$ cat src/rtl/cordic_vector_engine_if.sv
// Host-side bundle for the vectoring CORDIC engine: start/busy/done handshake,
// Cartesian inputs, and magnitude/angle results.
interface cordic_vector_engine_if #(
  parameter int XY_W = 16
) ();
  logic                  start;
  logic signed [XY_W-1:0] x_in;
  logic signed [XY_W-1:0] y_in;
  logic                  busy;
  logic                  done;
  logic [XY_W:0]         mag_out;
  logic signed [XY_W+1:0] angle_out;

  modport master (
    output start, x_in, y_in,
    input  busy, done, mag_out, angle_out
  );

  modport slave (
    input  start, x_in, y_in,
    output busy, done, mag_out, angle_out
  );
endinterface

$ cat src/rtl/cordic_vector_engine.sv
// Iterative vectoring-mode CORDIC: (x, y) -> magnitude and angle in degrees x256.
// Optional macro CORDIC_GAIN_COMP_EN scales the magnitude by ~1/1.6468 at FINISH.
//
// state  | meaning
// IDLE   | waiting for start; pre-rotates and loads the operands on accept
// RUN    | one micro-rotation per cycle, iterations 0..ITERS-1
// FINISH | publish magnitude/angle, pulse done, return to IDLE
module cordic_vector_engine #(
  parameter int ITERS = 16,
  parameter int XY_W  = 16
) (
  input logic                   clk,
  input logic                   reset,
  cordic_vector_engine_if.slave bus
);
  localparam int W = XY_W + 2;
  localparam int ATAN_TAB [16] = '{11520, 6801, 3593, 1824, 916, 458, 229, 115,
                                    57, 29, 14, 7, 4, 2, 1, 0};
  localparam int ANG_90 = 23040;

  typedef enum logic [1:0] {IDLE, RUN, FINISH} state_t;

  state_t state, state_next;

  logic [3:0]          iter;
  logic signed [W-1:0] x, y, z;
  logic signed [W-1:0] x_ext, y_ext;
  logic signed [W-1:0] x_ld, y_ld, z_ld;
  logic signed [W-1:0] x_sh, y_sh, t_ang;
  logic [XY_W:0]       mag_val;
  logic [XY_W:0]       mag_q;
  logic signed [W-1:0] angle_q;
  logic                done_q;
  logic                last_iter;

  assign x_ext     = $signed({{2{bus.x_in[XY_W-1]}}, bus.x_in});
  assign y_ext     = $signed({{2{bus.y_in[XY_W-1]}}, bus.y_in});
  assign x_sh      = x >>> iter;
  assign y_sh      = y >>> iter;
  assign t_ang     = W'(ATAN_TAB[iter]);
  assign last_iter = (iter == 4'(ITERS - 1));

  // Left-half-plane inputs are turned by +/-90 degrees so the iterations converge.
  always_comb begin
    x_ld = x_ext;
    y_ld = y_ext;
    z_ld = '0;
    if (x_ext < 0) begin
      if (y_ext >= 0) begin
        x_ld = y_ext;
        y_ld = -x_ext;
        z_ld = W'(ANG_90);
      end else begin
        x_ld = -y_ext;
        y_ld = x_ext;
        z_ld = -W'(ANG_90);
      end
    end
  end

`ifdef CORDIC_GAIN_COMP_EN
  assign mag_val = (XY_W+1)'((x >>> 1) + (x >>> 3) - (x >>> 6) - (x >>> 9));
`else
  assign mag_val = x[XY_W:0];
`endif

  always_ff @(posedge clk) begin
    if (reset) state <= IDLE;
    else       state <= state_next;
  end

  always_comb begin
    state_next = state;
    case (state)
      IDLE:    if (bus.start) state_next = RUN;
      RUN:     if (last_iter) state_next = FINISH;
      FINISH:  state_next = IDLE;
      default: state_next = IDLE;
    endcase
  end

  always_ff @(posedge clk) begin
    if (reset) begin
      iter    <= '0;
      x       <= '0;
      y       <= '0;
      z       <= '0;
      mag_q   <= '0;
      angle_q <= '0;
      done_q  <= 1'b0;
    end else begin
      done_q <= 1'b0;
      case (state)
        IDLE: begin
          if (bus.start) begin
            x    <= x_ld;
            y    <= y_ld;
            z    <= z_ld;
            iter <= '0;
          end
        end
        RUN: begin
          if (y >= 0) begin
            x <= x + y_sh;
            y <= y - x_sh;
            z <= z + t_ang;
          end else begin
            x <= x - y_sh;
            y <= y + x_sh;
            z <= z - t_ang;
          end
          iter <= iter + 4'd1;
        end
        FINISH: begin
          mag_q   <= mag_val;
          angle_q <= z;
          done_q  <= 1'b1;
        end
        default: ;
      endcase
    end
  end

  assign bus.busy      = (state != IDLE);
  assign bus.done      = done_q;
  assign bus.mag_out   = mag_q;
  assign bus.angle_out = angle_q;
endmodule

$ cat src/flat_wrapper.sv
// flat-port wrapper written by rule: the top's interface ports become plain ports
module cordic_vector_engine_flat 
#(
  parameter int ITERS = 16,
  parameter int XY_W  = 16
)
  (clk, reset, bus_start, bus_x_in, bus_y_in, bus_busy, bus_done, bus_mag_out, bus_angle_out);
  cordic_vector_engine_if #(.XY_W(XY_W)) bus_i ();
  input logic clk;
  input logic reset;
  input wire logic [$bits(bus_i.start)-1:0] bus_start;
  input wire logic [$bits(bus_i.x_in)-1:0] bus_x_in;
  input wire logic [$bits(bus_i.y_in)-1:0] bus_y_in;
  output wire logic [$bits(bus_i.busy)-1:0] bus_busy;
  output wire logic [$bits(bus_i.done)-1:0] bus_done;
  output wire logic [$bits(bus_i.mag_out)-1:0] bus_mag_out;
  output wire logic [$bits(bus_i.angle_out)-1:0] bus_angle_out;
  assign bus_i.start = bus_start;
  assign bus_i.x_in = bus_x_in;
  assign bus_i.y_in = bus_y_in;
  assign bus_busy = bus_i.busy;
  assign bus_done = bus_i.done;
  assign bus_mag_out = bus_i.mag_out;
  assign bus_angle_out = bus_i.angle_out;
  cordic_vector_engine #(.ITERS(ITERS), .XY_W(XY_W)) u_core (.clk(clk), .reset(reset), .bus(bus_i));
endmodule
$ cat config.mk
export PLATFORM = sky130hd
export DESIGN_NAME = cordic_vector_engine_flat
export DESIGN_NICKNAME = d
export VERILOG_FILES = /design/src/rtl/cordic_vector_engine_if.sv /design/src/rtl/cordic_vector_engine.sv /design/src/flat_wrapper.sv
export SDC_FILE = /design/constraint.sdc
export NUM_CORES = 1
export LEC_CHECK = 0
export CELL_PAD_IN_SITES_DETAIL_PLACEMENT = 0
export CELL_PAD_IN_SITES_GLOBAL_PLACEMENT = 1
export CORE_MARGIN = 2
export CORE_UTILIZATION = 49
export DETAILED_ROUTE_END_ITERATION = 6
export GPL_TIMING_DRIVEN = 1
export PLACE_DENSITY = 0.94
export SETUP_SLACK_MARGIN = 0.4
export SLEW_MARGIN = 10
export SYNTH_ARGS = -nofsm -noshare
export SYNTH_HDL_FRONTEND = slang
export SYNTH_SLANG_ARGS = --single-unit
export TNS_END_PERCENT = 1
$ cat constraint.sdc
create_clock -name clk -period 15.2 [get_ports clk]
set_input_delay 3.8 -clock clk [delete_from_list [all_inputs] [get_ports clk]]
set_output_delay 3.8 -clock clk [all_outputs]
set_load 0.01 [all_outputs]
==> results.sh <==
export IMPL_setup_tns_ns=0
export IMPL_finClkSkew_ns=0.01099
export IMPL_design_area_um2=11030
export IMPL_cp_top_family="simple AND/OR/NAND/NOR gates"
export IMPL_cts_sinks=96
export IMPL_grt_pass1_wl_mm=47.80
export IMPL_ios=72
export IMPL_synth_main_ff_cell="dfxtp_1"
export IMPL_rsz0062_at_grt="false"
export IMPL_worst_ep_arrival_time_ns=6.73
export IMPL_cellPowerDensity_nw_per_um2=126.7
export IMPL_final_common_cell="nand2_1"
export IMPL_instances_no_fill=1592
export IMPL_synth_seq_cells=96
export IMPL_dp_cells=1576
export IMPL_nFillCells=1934
export IMPL_crit_chain="clkdlybuf4s50_1, inv_1, ha_1, or3b_2, o31ai_1, nand2_1, a21oi_1, nand2_1, xor2_1, mux2i_1, or4_1, o211ai_1"
export IMPL_combPwrFrac_pct=59.7
export IMPL_drive_gt1_share_pct=7.564
export IMPL_worstPathMaxFanout=4
export IMPL_final_cell_mix="nand2_1, nor2_1, a21oi_1, dfxtp_1, o21ai_0"
export IMPL_nNetsFinal=1419
export IMPL_muxShareOfSynthArea_pct=13.48
export IMPL_via_per_inst=6.215
export IMPL_leakage_nw=4.265
export IMPL_placed_area_um2=10740
export IMPL_netlist_instances=1312
export IMPL_p_int_w=0.0007523
export IMPL_finalCritPeriodShare_pct=42.46
export IMPL_area_growth_pct=10.80
export IMPL_p_switching_w=0.0006452
export IMPL_antenna_found_initial=0
export IMPL_cts_root_buffer="clkbuf_16"
export IMPL_multi_input_area_um2=7511
export IMPL_track_usage_pct=27.62
export IMPL_cts_tree="yes"
export IMPL_clk_path_buf_depth=2
export IMPL_synth_compound_area_share_pct=23.16
export IMPL_grt_pass1_vias=8959
export IMPL_synth_fp_nets=1414
export IMPL_yosysSeqAreaShare_pct=19.30
export IMPL_hold_path_class="reg -> reg"
export IMPL_insertion_delay_ns=0.36
export IMPL_crit_path_frequent_cell="nand2_1"
export IMPL_h_tree_depth=3
export IMPL_ys_types=74
export IMPL_slowest_stage="clkdlybuf4s50_1"
export IMPL_place_detailed_hpwl_mm=21.41
export IMPL_setup_viol=0
export IMPL_synth_top_family_by_area="compound AO/OA/AOI/OAI gates"
export IMPL_hold_viol=0
export IMPL_tightest_slew_ns=1.092
export IMPL_slew_limit_headroom_pct=27.17
export IMPL_wirelength_mm=29.84
export IMPL_fin_crit_ns=6.455
export IMPL_wl_per_cell_um=18.74
export IMPL_worst_path_buf_inv=2
export IMPL_drtIter0Drc=865
export IMPL_cp_slowest_stage_delay_ns=0.47
export IMPL_crit_path_end_kind="flop"
export IMPL_synth_fa_ha_area_share_pct=8.646
export IMPL_synth_async_sr_flop_share_pct=0
export IMPL_fp_dieH_um=146.5
export IMPL_power_clock_fraction_pct=16.5
export IMPL_yosysWarnings=0
export IMPL_n_antenna_cell=0
export IMPL_critical_path_required_ns=15.47
export IMPL_yosys_area_share_simple_pct=21.05
export IMPL_vias=9894
export IMPL_cts_post_setup_buffers_inserted=0
export IMPL_dr_pass1_iters=6
export IMPL_grt_overflow_total=0
export IMPL_port_buffers=71
export IMPL_row_count=52
export IMPL_die_width_um=146.5
export IMPL_yosys_area_share_xor_xnor_pct=8.973
export IMPL_power_frac_seq_pct=23.8
export IMPL_dieArea_um2=21470
export IMPL_cts_resized=0
export IMPL_drc=0
export IMPL_cts_buffers_inserted=9
export IMPL_p_sw_share_pct=46.17
export IMPL_crit_type="in -> reg"
export IMPL_start_util_pct=49.52
export IMPL_max_freq_ghz=0.1549
export IMPL_syn_area_um2=9956
export IMPL_clk_pin_slew_ns=0.07
export IMPL_cap_violations=0
export IMPL_synth_edf_count=0
export IMPL_slew_viol_final=0
export IMPL_core_um2=20100
export IMPL_max_vdd_ir_drop_mv=0.07818
export IMPL_drtAntennaViolNets=0
export IMPL_syn_area_per_cell_um2=7.588
export IMPL_hold_buffers=0
export IMPL_grt_max_degree=84
export IMPL_final_core_util_pct=54.87
export IMPL_status="completed"
export IMPL_regArea_um2=1927
export IMPL_gp_congestion=0.9216
export IMPL_critPathLaunchType="primary input"
## worst paths after layout
check / depth (start not counted) / slack [ns] / start / end
min: 2 / 0.45 / u_core.bus.angle_out[5] / u_core.bus.angle_out[5]
max reg2reg: 18 / 9.33 / u_core.iter[2] / u_core.y[17]
max: 12 / 8.75 / bus_y_in[1] / u_core.x[14]
min reg2reg: 2 / 0.45 / u_core.bus.angle_out[5] / u_core.bus.angle_out[5]
## per-layer routing
layer / GRT usage, % / vias up / share of wire (%)
li1: - / 4757 / -
met1: 36.74 / 4660 / 43
met2: 46.11 / 414 / 47
met3: 3.531 / 63 / 6.8
met4: 10.05 / 0 / 3.5
met5: 0 / - / 0
## sequential cells by signal, indices dropped and copies added (netlist names)
name and flops:
u_core.y 18, u_core.bus.done 1, u_core.iter 4, u_core.bus.angle_out 18
u_core.x 18, u_core.state 2, u_core.z 18, u_core.bus.mag_out 17
## power groups by stage
stage	clock network, W	registers (W)	logic [W]
floorplan	0	0.000307	0.000642
CTS	0.000236	0.000328	0.000822
finish	0.000230	0.000332	0.000835
global placement	0	0.000333	0.000801
global route	0.000243	0.000333	0.000919
detailed placement	0	0.000334	0.000815
## area by class of cell
cell class / count / area share [%]
multi-input combinational: 1082 / 68.09
sequential: 96 / 17.47
timing repair buffer: 83 / 7.191
tap: 270 / 3.063
clock buffer: 10 / 2.167
inverter: 45 / 1.531
clock inverter: 6 / 0.4877
## worst reg2reg max path, cell delays in order, from the launching register on
cell,delay [ns]
dfxtp_2,1.05
nor2_1,0.44
and2_1,0.26
a31oi_1,0.14
o21ai_0,0.30
nor4b_2,0.50
and3_1,0.35
a21oi_1,0.12
xnor2_1,0.16
o21ai_0,0.37
ha_1,0.38
and3_1,0.18
and3_1,0.17
o211ai_1,0.13
a21oi_1,0.14
o31ai_1,0.48
nor2_1,0.07
nor3b_1,0.15
or3b_1,0.35
## stage by stage
| step | setup slack (ns) | power (W) | hold WS [ns] |
|---|---|---|---|
| floorplan | 9.276 | 0.0009492 | 0.4460 |
| global placement | 8.474 | 0.001135 | 0.4409 |
| detailed placement | 8.425 | 0.001149 | 0.4453 |
| CTS | 8.793 | 0.001386 | 0.4553 |
| global route | 8.503 | 0.001495 | 0.4711 |
| finish | 8.745 | 0.001397 | 0.4522 |
## Yosys cell counts (3+ instances only)
library cell / instances / area, um2
nand4_1: 9 / 56.30
nand2_1: 154 / 578.1
mux2i_1: 37 / 370.4
nand2b_1: 19 / 118.9
o31ai_1: 13 / 97.59
a211oi_1: 39 / 292.8
inv_1: 44 / 165.2
o21ai_0: 76 / 380.4
xnor2_1: 69 / 604.3
a31oi_1: 9 / 56.30
clkbuf_1: 70 / 262.8
nor2_1: 142 / 533.0
or2_2: 7 / 43.79
o221ai_1: 4 / 35.03
o211ai_1: 14 / 105.1
nand3_1: 13 / 65.06
o22ai_1: 10 / 62.56
mux4_2: 27 / 608.1
or3_1: 13 / 81.33
a21boi_0: 3 / 22.52
buf_1: 11 / 41.29
buf_2: 5 / 25.02
a41oi_1: 4 / 35.03
and3_1: 9 / 56.30
a22oi_1: 15 / 112.6
nor3b_1: 3 / 22.52
xor2_1: 33 / 289.0
ha_1: 64 / 800.8
nor2b_1: 11 / 68.82
a21oi_1: 119 / 595.6
o21bai_1: 6 / 45.04
a21o_1: 17 / 127.6
o21a_1: 6 / 45.04
and2_1: 10 / 62.56
mux2_2: 19 / 214.0
dfxtp_1: 96 / 1922
nor3_1: 48 / 240.2
nor4_1: 3 / 18.77
a311oi_1: 4 / 35.03
or4_1: 7 / 52.55
fa_1: 3 / 60.06
mux2_1: 4 / 45.04
mux4_1: 4 / 105.1
## kinds of logic after synthesis
family | after synthesis
AOI/OAI and AO/OA | 365
xor gates and xnor gates | 102
adders and majority gates | 67
buffers and inverters | 134
DFF | 96
muxes | 91
and+or+nand+nor | 457
Power figures use the tool's default switching activity.
